**src/rtl/llc_mem_req_buf.sv**
```systemverilog
// Request buffer between the LLC core and memory: a small FIFO of outgoing requests
// with a cap on reads queued or outstanding, plus a combinational response pass-through.
`ifndef LINE_ADDR_BITS
`define LINE_ADDR_BITS 26
`endif
`ifndef BITS_PER_LINE
`define BITS_PER_LINE 128
`endif

module llc_mem_req_buf #(
    parameter int DEPTH  = 4,
    parameter int MAX_RD = 4
) (
    input  logic                       clk,
    input  logic                       rst,
    input  logic                       req_in_valid,
    output logic                       req_in_ready,
    input  logic                       req_in_hwrite,
    input  logic [2:0]                 req_in_hsize,
    input  logic [1:0]                 req_in_hprot,
    input  logic [`LINE_ADDR_BITS-1:0] req_in_addr,
    input  logic [`BITS_PER_LINE-1:0]  req_in_line,
    output logic                       req_out_valid,
    input  logic                       req_out_ready,
    output logic                       req_out_hwrite,
    output logic [2:0]                 req_out_hsize,
    output logic [1:0]                 req_out_hprot,
    output logic [`LINE_ADDR_BITS-1:0] req_out_addr,
    output logic [`BITS_PER_LINE-1:0]  req_out_line,
    input  logic                       mem_rsp_valid,
    output logic                       mem_rsp_ready,
    input  logic [`BITS_PER_LINE-1:0]  mem_rsp_line,
    output logic                       rsp_out_valid,
    input  logic                       rsp_out_ready,
    output logic [`BITS_PER_LINE-1:0]  rsp_out_line,
    output logic [3:0]                 rd_cnt,
    output logic                       idle,
    output logic                       err_unexp_rsp
);
    localparam int PTR_W = (DEPTH > 1) ? $clog2(DEPTH) : 1;
    localparam int CNT_W = $clog2(DEPTH + 1);
    localparam int PW    = 1 + 3 + 2 + `LINE_ADDR_BITS + `BITS_PER_LINE;

    logic [PTR_W-1:0] wr_ptr_reg, wr_ptr_next;
    logic [PTR_W-1:0] rd_ptr_reg, rd_ptr_next;
    logic [CNT_W-1:0] count_reg, count_next;
    logic [3:0]       rd_cnt_reg, rd_cnt_next;
    logic             err_reg, err_next;

    logic [PW-1:0]    mem [DEPTH];
    logic [PW-1:0]    wr_data;
    logic [PW-1:0]    head;

    logic full, empty, push, pop, rsp_hs, rd_inc, rd_dec;

    assign full  = (count_reg == CNT_W'(DEPTH));
    assign empty = (count_reg == '0);

    // Ready never looks at req_out_ready: a request always spends one cycle in storage.
    assign req_in_ready = !full && (req_in_hwrite || (rd_cnt_reg < 4'(MAX_RD)));
    assign push         = req_in_valid && req_in_ready;
    assign pop          = req_out_valid && req_out_ready;

    assign rsp_out_valid = mem_rsp_valid;
    assign mem_rsp_ready = rsp_out_ready;
    assign rsp_out_line  = mem_rsp_line;
    assign rsp_hs        = rsp_out_valid && rsp_out_ready;

    assign rd_inc = push && !req_in_hwrite;
    assign rd_dec = rsp_hs && (rd_cnt_reg != 4'd0);

    assign wr_data = {req_in_hwrite, req_in_hsize, req_in_hprot, req_in_addr, req_in_line};
    assign head    = mem[rd_ptr_reg];

    assign req_out_valid = !empty;
    assign {req_out_hwrite, req_out_hsize, req_out_hprot, req_out_addr, req_out_line} = head;

    assign rd_cnt        = rd_cnt_reg;
    assign idle          = empty && (rd_cnt_reg == 4'd0);
    assign err_unexp_rsp = err_reg;

    always_comb begin
        wr_ptr_next = wr_ptr_reg;
        rd_ptr_next = rd_ptr_reg;
        count_next  = count_reg;
        rd_cnt_next = rd_cnt_reg;
        err_next    = err_reg;

        if (push) begin
            wr_ptr_next = wr_ptr_reg + PTR_W'(1);
        end
        if (pop) begin
            rd_ptr_next = rd_ptr_reg + PTR_W'(1);
        end
        if (push && !pop) begin
            count_next = count_reg + CNT_W'(1);
        end else if (!push && pop) begin
            count_next = count_reg - CNT_W'(1);
        end

        if (rd_inc && !rd_dec) begin
            rd_cnt_next = rd_cnt_reg + 4'd1;
        end else if (!rd_inc && rd_dec) begin
            rd_cnt_next = rd_cnt_reg - 4'd1;
        end

        // A response with nothing outstanding is flagged, never counted.
        if (rsp_hs && (rd_cnt_reg == 4'd0)) begin
            err_next = 1'b1;
        end
    end

    always_ff @(posedge clk or negedge rst) begin
        if (!rst) begin
            wr_ptr_reg <= '0;
            rd_ptr_reg <= '0;
            count_reg  <= '0;
            rd_cnt_reg <= 4'd0;
            err_reg    <= 1'b0;
        end else begin
            wr_ptr_reg <= wr_ptr_next;
            rd_ptr_reg <= rd_ptr_next;
            count_reg  <= count_next;
            rd_cnt_reg <= rd_cnt_next;
            err_reg    <= err_next;
        end
    end

    // Payload storage carries no reset; occupancy alone decides what is valid.
    always_ff @(posedge clk) begin
        if (push) begin
            mem[wr_ptr_reg] <= wr_data;
        end
    end

endmodule

```
**config.mk**
```make
export PLATFORM = sky130hd
export DESIGN_NAME = llc_mem_req_buf
export DESIGN_NICKNAME = d
export VERILOG_FILES = /design/src/rtl/llc_mem_req_buf.sv
export SDC_FILE = /design/constraint.sdc
export NUM_CORES = 1
export LEC_CHECK = 0
export ABC_AREA = 1
export ABC_CLOCK_PERIOD_IN_PS = 26300
export CORE_AREA = 2 2 227 229
export CTS_BUF_LIST = sky130_fd_sc_hd__clkbuf_16
export CTS_CLUSTER_DIAMETER = 200
export CTS_CLUSTER_SIZE = 16
export DETAILED_ROUTE_END_ITERATION = 16
export DIE_AREA = 0 0 229 231
export HOLD_SLACK_MARGIN = 0.08
export PLACE_DENSITY = 0.93
export SLEW_MARGIN = 20
export SYNTH_ARGS = -nofsm -noshare
export SYNTH_HDL_FRONTEND = slang
export SYNTH_SLANG_ARGS = --single-unit
```
**constraint.sdc**
```tcl
create_clock -name clk -period 26.3 [get_ports clk]
set_clock_uncertainty 0.2 [all_clocks]
set_input_delay 5.26 -clock clk [delete_from_list [all_inputs] [get_ports clk]]
set_output_delay 5.26 -clock clk [all_outputs]
set_load 0.01 [all_outputs]
```
### Word level (Yosys, flattened, before mapping)

Memories as Yosys holds them, arrays and structs flattened.
Index checks and enable logic that the tools add are counted.

| storage, ports and cells | value |
|---|---|
| register bits | 12 |
| bits in writable memories | 640 |
| output and inout port bits | 298 |
| logic and storage cells | 45 |
| memories | 1 |

| operators by class | value |
|---|---|
| add/subtract/negate cells | 6 |
| order comparisons | 1 |
| equality and inequality tests | 1 |
| multiplexer cells | 6 |
| reduce and logical (&&, ||, !) cells | 25 |

Memories:

| memory | depth | width | rd ports | clocked after Yosys merged registers in | wr ports | line | text |
|---|---|---|---|---|---|---|---|
| mem | 4 | 160 | 1 | 0 | 1 | 50 | `logic [PW-1:0] mem [DEPTH];` |

Operator list:

| kind | number |
|---|---|
| $logic_and 1x1->1 | 12 |
| $mux 4 | 2 |
| $logic_not 1->1 | 7 |
| $mux 3 | 2 |
| $add 2x1->2 const B | 2 |
| $add 4x1->4 const B | 1 |
| $logic_not 4->1 | 1 |
| $lt 4x3->1 const B | 1 |
| $reduce_bool 2->1 | 2 |
| $reduce_bool 4->1 | 1 |
| $sub 4x1->4 const B | 1 |
| $add 3x1->3 const B | 1 |
| $eq 3x3->1 const B | 1 |
| $logic_not 3->1 | 1 |
| $sub 3x1->3 const B | 1 |
| $mux 1 | 2 |
| $logic_or 1x1->1 | 1 |

### Logic depth before layout (Yosys ltp)

Gate-level depths: netlist of run 1.

| logic depth | value |
|---|---|
| word-level depth | 9 |
| gate-level depth with buffers | 15 |
| mapped depth without buffers | 15 |

### Worst setup path before layout of run 1

OpenSTA, ideal clock, no wires.

| path | value |
|---|---|
| kind | input port to flip-flop |
| start point | input req_in_hwrite |
| end point | memory mem[0][0] (netlist name), enable pin |
| setup time | 0.683 ns |
| arrival | 12.271 ns |
| required time | 25.417 ns |
| setup slack | 13.146 ns |
| cell stages on the path | 4 |
| path through | inv_1 > o21ai_0 > nand3_1 > nor2_1 |

| on the way | value |
|---|---|
| cells in the longest elaborated chain, start to end | 5 |

Ends and longest elaborated chain:

| what | line | text |
|---|---|---|
| start: declaration | 18 | `input logic req_in_hwrite,` |
| $logic_or 1x1->1 | 60 | `assign req_in_ready = !full && (req_in_hwrite \|\| (rd_cnt_reg < 4'(MAX_RD)));` |
| $logic_and 1x1->1 | 60 |  |
| $logic_and 1x1->1 | 61 | `assign push = req_in_valid && req_in_ready;` |
| $mux 1 | 131 | `if (push) begin` |
| $mux 1 (not written as such) | 132 | `mem[wr_ptr_reg] <= wr_data;` |
| end: declaration | 50 |  |

No other way between the ends.

### Worst setup path in the final report of run 1

| path | value |
|---|---|
| start point | input req_in_hwrite |
| end point | output req_in_ready |

| on the way | value |
|---|---|
| cells in the longest elaborated chain, start to end | 2 |

Ends and longest elaborated chain:

| what | line | text |
|---|---|---|
| $logic_or 1x1->1 | 60 |  |
| $logic_and 1x1->1 | 60 |  |
| end: declaration | 17 | `output logic req_in_ready,` |

No other way between the ends.

==> results of run 1 <==
## worst max-delay path, cell delays in order
cell and delay [ps]:
sky130_fd_sc_hd__clkdlybuf4s50_1 570, sky130_fd_sc_hd__inv_1 80, sky130_fd_sc_hd__o21ai_0 140, sky130_fd_sc_hd__nand2_1 110
sky130_fd_sc_hd__inv_1 70, sky130_fd_sc_hd__clkdlybuf4s50_1 540
## per-stage QoR
step | power, mW | utilization (%) | instance area [µm²] | hold slack (ps)
2_1_floorplan | 2.161 | - | 25490 | 299.2
3_3_place_gp | 2.678 | 55.79 | 28270 | 264.3
3_5_place_dp | 2.742 | 55.79 | 28270 | 283.5
4_1_cts | 3.407 | 58.33 | 29560 | 309.4
5_1_grt | 3.548 | 58.39 | 29590 | 333.4
6_report | 3.411 | 58.39 | 29590 | 301.0
## cell type report
cell class	instances	share of cell area, %
Sequential cell	652	65.98
Multi-Input combinational cell	862	14.55
Tap cell	680	2.875
Clock buffer	49	4.144
Clock inverter	9	0.2030
Antenna cell	5	0.04228
Inverter	23	0.3256
Timing Repair Buffer	353	11.87
## layout by cell type (no fill, tap or decap)
cell,instances
sky130_fd_sc_hd__o22ai_2,10
sky130_fd_sc_hd__o22ai_1,150
sky130_fd_sc_hd__nor2_2,9
sky130_fd_sc_hd__buf_12,2
sky130_fd_sc_hd__dfrtp_4,2
sky130_fd_sc_hd__nor3_1,1
sky130_fd_sc_hd__inv_4,1
sky130_fd_sc_hd__o21bai_1,1
sky130_fd_sc_hd__nand2_1,25
sky130_fd_sc_hd__o21ai_1,37
sky130_fd_sc_hd__dfrtp_1,10
sky130_fd_sc_hd__clkdlybuf4s50_1,335
sky130_fd_sc_hd__fa_1,2
sky130_fd_sc_hd__inv_8,1
sky130_fd_sc_hd__or2_2,1
sky130_fd_sc_hd__ha_1,8
sky130_fd_sc_hd__edfxtp_1,640
sky130_fd_sc_hd__nor2_4,4
sky130_fd_sc_hd__xnor2_1,3
sky130_fd_sc_hd__o21ai_0,287
sky130_fd_sc_hd__nand3_1,8
sky130_fd_sc_hd__diode_2,5
sky130_fd_sc_hd__bufinv_16,1
sky130_fd_sc_hd__inv_1,29
sky130_fd_sc_hd__xor2_1,3
sky130_fd_sc_hd__buf_4,16
sky130_fd_sc_hd__clkbuf_16,49
sky130_fd_sc_hd__nor2_1,313
## where the power goes
group          leakage [nW]  internal [mW]  switching, mW
clock network         0.661          0.339          0.324
registers              5.97           1.33         0.0663
logic                  2.90          0.543          0.808
## how the worst max path moves through the flow
stage               cells past startpoint  slack, ps            to
floorplan                               4      13150     mem[0][0]
global placement                        6      14190  req_in_ready
detailed placement                      6      14100  req_in_ready
CTS                                     6      14090  req_in_ready
global route                            6      13990  req_in_ready
finish                                  6      14060  req_in_ready
## kinds of logic after synthesis
kind of cell	Yosys count
compound gates	485
xor+xnor	6
fa+ha+maj	10
buf+inv	259
flops	652
simple gates	361
## per-layer routing
layer | vias to the layer above | track usage (%) | part of all wire, %
met2 | 1116 | 45.69 | 49
met3 | 216 | 16.19 | 15
li1 | 6731 | - | -
met4 | 6 | 16.50 | 6.9
met1 | 7747 | 26.52 | 29
met5 | - | 0.4596 | 0.073
## Yosys cell counts
cell / n / area, µm²
sky130_fd_sc_hd__o22ai_1: 150 / 938.4
sky130_fd_sc_hd__fa_1: 2 / 40.04
sky130_fd_sc_hd__o22ai_2: 10 / 125.1
sky130_fd_sc_hd__clkbuf_2: 12 / 60.06
sky130_fd_sc_hd__xnor2_1: 3 / 26.28
sky130_fd_sc_hd__o21ai_0: 287 / 1436
sky130_fd_sc_hd__dfrtp_1: 12 / 300.3
sky130_fd_sc_hd__buf_2: 49 / 245.2
sky130_fd_sc_hd__o21ai_1: 37 / 185.2
sky130_fd_sc_hd__ha_1: 8 / 100.1
sky130_fd_sc_hd__edfxtp_1: 640 / 19220
sky130_fd_sc_hd__clkbuf_1: 20 / 75.07
sky130_fd_sc_hd__nand3_1: 8 / 40.04
sky130_fd_sc_hd__buf_4: 138 / 1036
sky130_fd_sc_hd__nand2_1: 25 / 93.84
sky130_fd_sc_hd__nor3_1: 1 / 5.000
sky130_fd_sc_hd__nor2_1: 317 / 1190
sky130_fd_sc_hd__inv_1: 21 / 78.83
sky130_fd_sc_hd__xor2_1: 3 / 26.28
sky130_fd_sc_hd__buf_6: 17 / 191.4
sky130_fd_sc_hd__o21bai_1: 1 / 7.510
sky130_fd_sc_hd__inv_4: 2 / 12.51
sky130_fd_sc_hd__or2_2: 1 / 6.260
sky130_fd_sc_hd__nor2_2: 9 / 56.30
==> results.rst, run 1 <==
.. list-table::
   :header-rows: 1

   * - Metric
     - Value
   * - Maxcap violations
     - 0
   * - Initial cell density of the core
     - about half
   * - Maximum clock insertion buffer count
     - 3
   * - Wire length of the first global-routing pass
     - roughly 110,000 µm
   * - I/O pin count
     - between 500 and 600
   * - Die boundary height
     - 231 µm
   * - DRC violation count after routing
     - 0
   * - Synth Area in XOR/XNOR
     - 0.2061%
   * - 1st-iter DRT viols
     - 1,560
   * - Worst min-delay path startpoint
     - err_unexp_rsp
   * - Mean routed wirelength per cell
     - ~29 µm
   * - Final count of pins violating max slew
     - 0
   * - Routed wire length
     - approximately 75,000 µm
   * - CP startpoint kind
     - primary input
   * - Achievable Freq
     - ~0.08 GHz
   * - Leakage power summed over all cells
     - around 9.5 nW
   * - Horizontal die dimension
     - between 200 and 250 µm
   * - Count of nets after finishing
     - 2,242
   * - Setup crit start
     - req_in_hwrite
   * - Distinct cell type count after synthesis
     - 24
   * - Row count
     - 83
   * - Routability Congestion
     - ~0.91
   * - Post-CTS setup repair buffer count
     - 0
   * - Max VDD drop
     - between 0.1 and 0.15 mV
   * - Pwr Density
     - around 120 nW/µm²
   * - Total overflow reported by the global router
     - 0
   * - Source of the worst register-to-register timing path
     - rd_cnt[3]
   * - CTS clock-pin slew for the worst setup and hold paths
     - roughly 70 ps
   * - Share of synthesized cell area in and, or, nand and nor gates
     - under 10%
   * - Normalized max-slew margin
     - a little over a quarter
   * - Placed cells
     - between 2,000 and 3,000
   * - Sequential fraction of the synthesis area
     - around three quarters
   * - DP Wirelength
     - 50,140 µm
   * - DR vias/cell
     - between 6 and 7
   * - Synthesized instance count
     - approximately 1,800
   * - Antenna violations before repair
     - 6
   * - Number of port buffers
     - about 340
   * - Capture endpoint of the worst hold path
     - err_unexp_rsp
   * - Clk root buf
     - sky130_fd_sc_hd__clkbuf_16
   * - Synthesized area per cell
     - about 14 µm²
   * - Number of instances resized during post-cts repair
     - 0
   * - Clk_lat worst skew
     - roughly 570 ps
   * - Area overhead of the layout relative to synthesis
     - 16.07%
   * - Drt first pass iters
     - 7
   * - Crit path kind
     - primary input to output pin
   * - Kind of path behind the tightest hold check
     - flip-flop to flip-flop
   * - Total GRT Usage
     - between 20% and 30%
   * - Finished Layout Cells
     - 2,633
   * - Largest family of logic cells by synthesized area
     - compound AO/OA/AOI/OAI gates
   * - Count of synthesis-stage warnings from yosys
     - 0
   * - Multi-input gate area
     - 4307 µm²
   * - Maximum number of pins on one net before global-route repair
     - around 160
   * - Worst r2r dst
     - mem[0][75]
   * - Ratio of final minimum period to clock period
     - 46.55%
   * - Layout cell share with drive strength beyond 1
     - about 5%
   * - Nets in the synthesized netlist
     - 2,077
   * - Run status
     - finished, final reports clean
   * - Min Tclk post-route
     - around 12,000 ps
   * - Pre-CTS worst setup slack
     - around 14,000 ps
   * - Synthesized cell area
     - 25,490 µm²
   * - Vias after detailed routing
     - ~16,000
   * - Remaining antenna violation count
     - 0
   * - Number of flip-flops and latches in the synthesized netlist
     - 652
   * - Arrival time worst endpoint
     - between 6000 and 7000 ps
   * - Core footprint
     - 50,680 µm²
   * - TritonCTS sink count
     - ~650
   * - Worst Setup Slack, final
     - about 14,000 ps
   * - Final setup fails
     - 0
   * - Synthesized-area fraction occupied by ao, oa, aoi and oai cells
     - 10.56%
   * - Number of buffers added to fix hold violations after cts
     - 0
   * - Type of element capturing the critical path
     - output pin
   * - Share of synthesized area spent on multiplexers
     - 0%
   * - Unrepaired setup endpoints after global routing
     - no
   * - Number of fillers in the final layout
     - approximately 3,600
   * - Deepest level of the CTS H-tree
     - 2
   * - Register-to-register path setup slack
     - 22,240 ps
   * - Setup TNS after final layout
     - 0 ps
   * - Crit path required time
     - ~21,000 ps
   * - Crit Path Max Fanout
     - 5
   * - Via count of the first global-routing pass
     - approximately 16,000
   * - Hold Path Stages
     - 1
   * - Area of the die
     - between 50,000 and 60,000 µm²
   * - Hold Violations, Final
     - 0
   * - Largest register FFs
     - 640
   * - Transition at the pin with the smallest max-transition slack
     - between 1000 and 1500 ps
   * - Fraction of the mapped netlist area in adder cells
     - less than 1%
   * - TritonCTS clock tree
     - yes
   * - Register cell area after layout
     - roughly 20,000 µm²
   * - Register-to-Register Path Depth
     - 5
   * - Clock buffers created by TritonCTS
     - 46
(Power assumes the default switching activity.)
==> inputs of run 2 (changes only) <==
- ABC_CLOCK_PERIOD_IN_PS: 26300 -> 10600
- CORE_AREA: 2 2 227 229 -> not set
- CORE_UTILIZATION: not set -> 45
- DIE_AREA: 0 0 229 231 -> not set
- PLACE_DENSITY: 0.93 -> 0.88
- clock period: 26.3 -> 10.6 ns (I/O delays scaled with it)
==> run 2 against run 1 <==
Utilization fell by 4.9 points. Non-clock buffer count fell by 1. Hold slack worse by 14 ps. Clock power up 150%. Die area increased by 8.9%. Critical endpoint is now req_out_line[10]. Sequential share of layout area down 0.19 points.
==> results.rst, run 2 (synthesis gave the netlist of run 1 again) <==
.. list-table::
   :header-rows: 1

   * - Metric
     - Value
   * - Clk_lat worst skew
     - 560 ps (was 570 ps)
   * - End of the critical path
     - req_out_line[10] (was req_in_ready)
   * - Horizontal die dimension
     - 240.0 µm (was 229 µm)
   * - Type of element capturing the critical path
     - output pin (unchanged)
   * - Mean routed wirelength per cell
     - 27.58 µm (was 28.61 µm)
   * - Total GRT Usage
     - 24.93% (was 27.65%)
   * - Achievable Freq
     - 0.1546 GHz
   * - Via count of the first global-routing pass
     - 15,150 (was 15,530)
   * - Register-to-Register Path Depth
     - 5 (unchanged)
   * - Routed wire length
     - 74,640 µm (was 75,340 µm)
   * - Clock buffers created by TritonCTS
     - 46 (unchanged)
   * - Setup TNS after final layout
     - 0 ps (unchanged)
   * - Remaining antenna violation count
     - 0 (unchanged)
   * - Count of nets after finishing
     - 2,241 (was 2,242)
   * - Commonest non-fill, non-tap cell in the layout
     - sky130_fd_sc_hd__edfxtp_1 (unchanged)
   * - Initial cell density of the core
     - 45.92% (was 50.31%)
   * - TritonCTS clock tree
     - yes (unchanged)
   * - Arrival time worst endpoint
     - 4150 ps (was 6780 ps)
   * - Source of the worst register-to-register timing path
     - rd_cnt[3] (unchanged)
   * - Maximum clock insertion buffer count
     - 3 (unchanged)
   * - 1st-iter DRT viols
     - 1,546 (was 1,560)
   * - TritonCTS sink count
     - 652 (unchanged)
   * - Wire length of the first global-routing pass
     - 103,600 µm (was 106,800 µm)
   * - Number of port buffers
     - 335 (unchanged)
   * - Vias after detailed routing
     - 15,530 (was 15,820)
   * - Flop pwr share
     - 41.3% (was 41.0%)
   * - Net switching power figure
     - 2.958 mW (was 1.198 mW)
   * - Drt first pass iters
     - 8 (was 7)
   * - Layout cell share with drive strength beyond 1
     - 4.854% (was 4.928%)
   * - Total overflow reported by the global router
     - 0 (unchanged)
   * - Number of instances resized during post-cts repair
     - 0 (unchanged)
   * - Pwr Density
     - 284.0 nW/µm² (was 115.3 nW/µm²)
   * - Post-CTS setup repair buffer count
     - 0 (unchanged)
   * - Unrepaired setup endpoints after global routing
     - no (unchanged)
   * - Kind of path behind the tightest hold check
     - flip-flop to flip-flop (unchanged)
   * - Clk root buf
     - sky130_fd_sc_hd__clkbuf_16 (unchanged)
   * - Area of the die
     - 57,610 µm² (was 52,900 µm²)
   * - Area overhead of the layout relative to synthesis
     - 16.42% (was 16.07%)
   * - Crit path required time
     - 8280 ps (was 20,840 ps)
   * - Worst r2r dst
     - mem[3][82] (was mem[0][75])
   * - Crit Path Max Fanout
     - 110 (was 5)
   * - Number of buffers added to fix hold violations after cts
     - 0 (unchanged)
   * - CP startpoint kind
     - flip-flop (was primary input)
   * - Antenna violations before repair
     - 5 (was 6)
   * - Run status
     - finished, final reports clean (unchanged)
   * - DR vias/cell
     - 5.738 (was 6.007)
   * - DP Wirelength
     - 49,070 µm (was 50,140 µm)
   * - Die boundary height
     - 240.0 µm (was 231 µm)
   * - Leakage power summed over all cells
     - 9.572 nW (was 9.533 nW)
   * - Row count
     - 86 (was 83)
   * - Max VDD drop
     - 0.2779 mV (was 0.1230 mV)
   * - Normalized max-slew margin
     - 24.00% (was 27.14%)
   * - Largest register FFs
     - 640 (unchanged)
   * - Clock power share
     - 19.6% (was 19.4%)
   * - Crit path kind
     - flip-flop to output pin (was primary input to output pin)
   * - Transition at the pin with the smallest max-transition slack
     - 1140 ps (was 1093 ps)
   * - Fraction of power spent switching nets
     - 35.10% (was 35.12%)
   * - Maximum number of pins on one net before global-route repair
     - 172 (was 161)
   * - Final core area utilization
     - 53.45% (was 58.39%)
   * - Maxcap violations
     - 0 (unchanged)
   * - Final setup fails
     - 0 (unchanged)
   * - Min Tclk post-route
     - roughly 6500 ps
   * - DRC violation count after routing
     - 0 (unchanged)
   * - Placed cells
     - 2,637 (was 2,569)
   * - Finished Layout Cells
     - 2,706 (was 2,633)
   * - Commonest cells after routing, fill and taps aside
     - sky130_fd_sc_hd__edfxtp_1, sky130_fd_sc_hd__clkdlybuf4s50_1, sky130_fd_sc_hd__nor2_1, sky130_fd_sc_hd__o21ai_0, sky130_fd_sc_hd__o22ai_1 (unchanged)
   * - Setup crit start
     - rd_ptr_reg[0] (was req_in_hwrite)
   * - I/O pin count
     - 592 (unchanged)
   * - Hold Violations, Final
     - 0 (unchanged)
   * - Final count of pins violating max slew
     - 0 (unchanged)
   * - Internal power
     - 5.470 mW (was 2.213 mW)
   * - Deepest level of the CTS H-tree
     - 2 (unchanged)
   * - Routability Congestion
     - 0.9029 (was 0.9135)
   * - CTS clock-pin slew for the worst setup and hold paths
     - 70 ps (about the same)
   * - Ratio of final minimum period to clock period
     - 61.02%
   * - Core footprint
     - 55,520 µm² (was 50,680 µm²)
   * - Combinational group share of total power
     - 39.2% (was 39.6%)
   * - Register-to-register path setup slack
     - 6830 ps (was 22,240 ps)
-- run 2: worst min-delay path by stage --
| stage | to | start | slack [ps] | depth (start not counted) |
|---|---|---|---|---|
| 2_1_floorplan | wr_ptr_reg[1] | wr_ptr_reg[1] | 300 | 2 |
| 5_1_grt | err_unexp_rsp | err_unexp_rsp | 300 | 1 |
| 4_1_cts | err_unexp_rsp | err_unexp_rsp | 290 | 1 |
| 3_5_place_dp | err_unexp_rsp | err_unexp_rsp | 280 | 1 |
| 6_report | err_unexp_rsp | err_unexp_rsp | 290 | 1 |
| 3_3_place_gp | err_unexp_rsp | err_unexp_rsp | 260 | 1 |
-- run 2: area by class of cell --
cell class | instances | area (µm²)
antenna | 1 | 2.502
clock buffer | 47 | 1176
clock inverter | 21 | 130.1
fill | 4287 | 25840
inverter | 23 | 96.34
multi-input combinational | 862 | 4307
sequential | 652 | 19530
tap | 748 | 935.9
timing repair buffer | 352 | 3506
-- run 2: routing by layer --
layer  vias up  share of wire [%]  global-route usage (%)
met5         -               0.11                  0.4329
met4         8                7.8                   16.75
met3       179                 15                   13.27
met2       968                 47                   40.25
met1      7623                 30                   24.70
li1       6749                  -                       -
-- run 2: worst max-delay path, cell delays in order, from the launching register on --
cell                              delay (ps)
sky130_fd_sc_hd__dfrtp_4                 740
sky130_fd_sc_hd__inv_8                   560
sky130_fd_sc_hd__buf_4                   950
sky130_fd_sc_hd__o21ai_0                 210
sky130_fd_sc_hd__o22ai_1                 330
sky130_fd_sc_hd__clkdlybuf4s50_1         630
-- run 2: per-stage QoR --
stage               worst slack, ps  power (mW)  instance area, µm²  hold slack (ps)
floorplan                     586.3       5.363               25490            299.2
global placement               4716       6.672               28370            261.0
detailed placement             4657       6.814               28370            276.7
CTS                            4009       8.459               29680            293.5
global route                   3940       8.789               29680            303.7
finish                         4132       8.428               29680            286.8
-- run 2: power groups by stage --
stage	combinational [mW]	clock [mW]	sequential, mW
5_1_grt	3.52	1.76	3.51
4_1_cts	3.30	1.68	3.48
3_3_place_gp	3.17	0	3.51
3_5_place_dp	3.28	0	3.54
6_report	3.30	1.65	3.48
2_1_floorplan	1.82	0	3.54
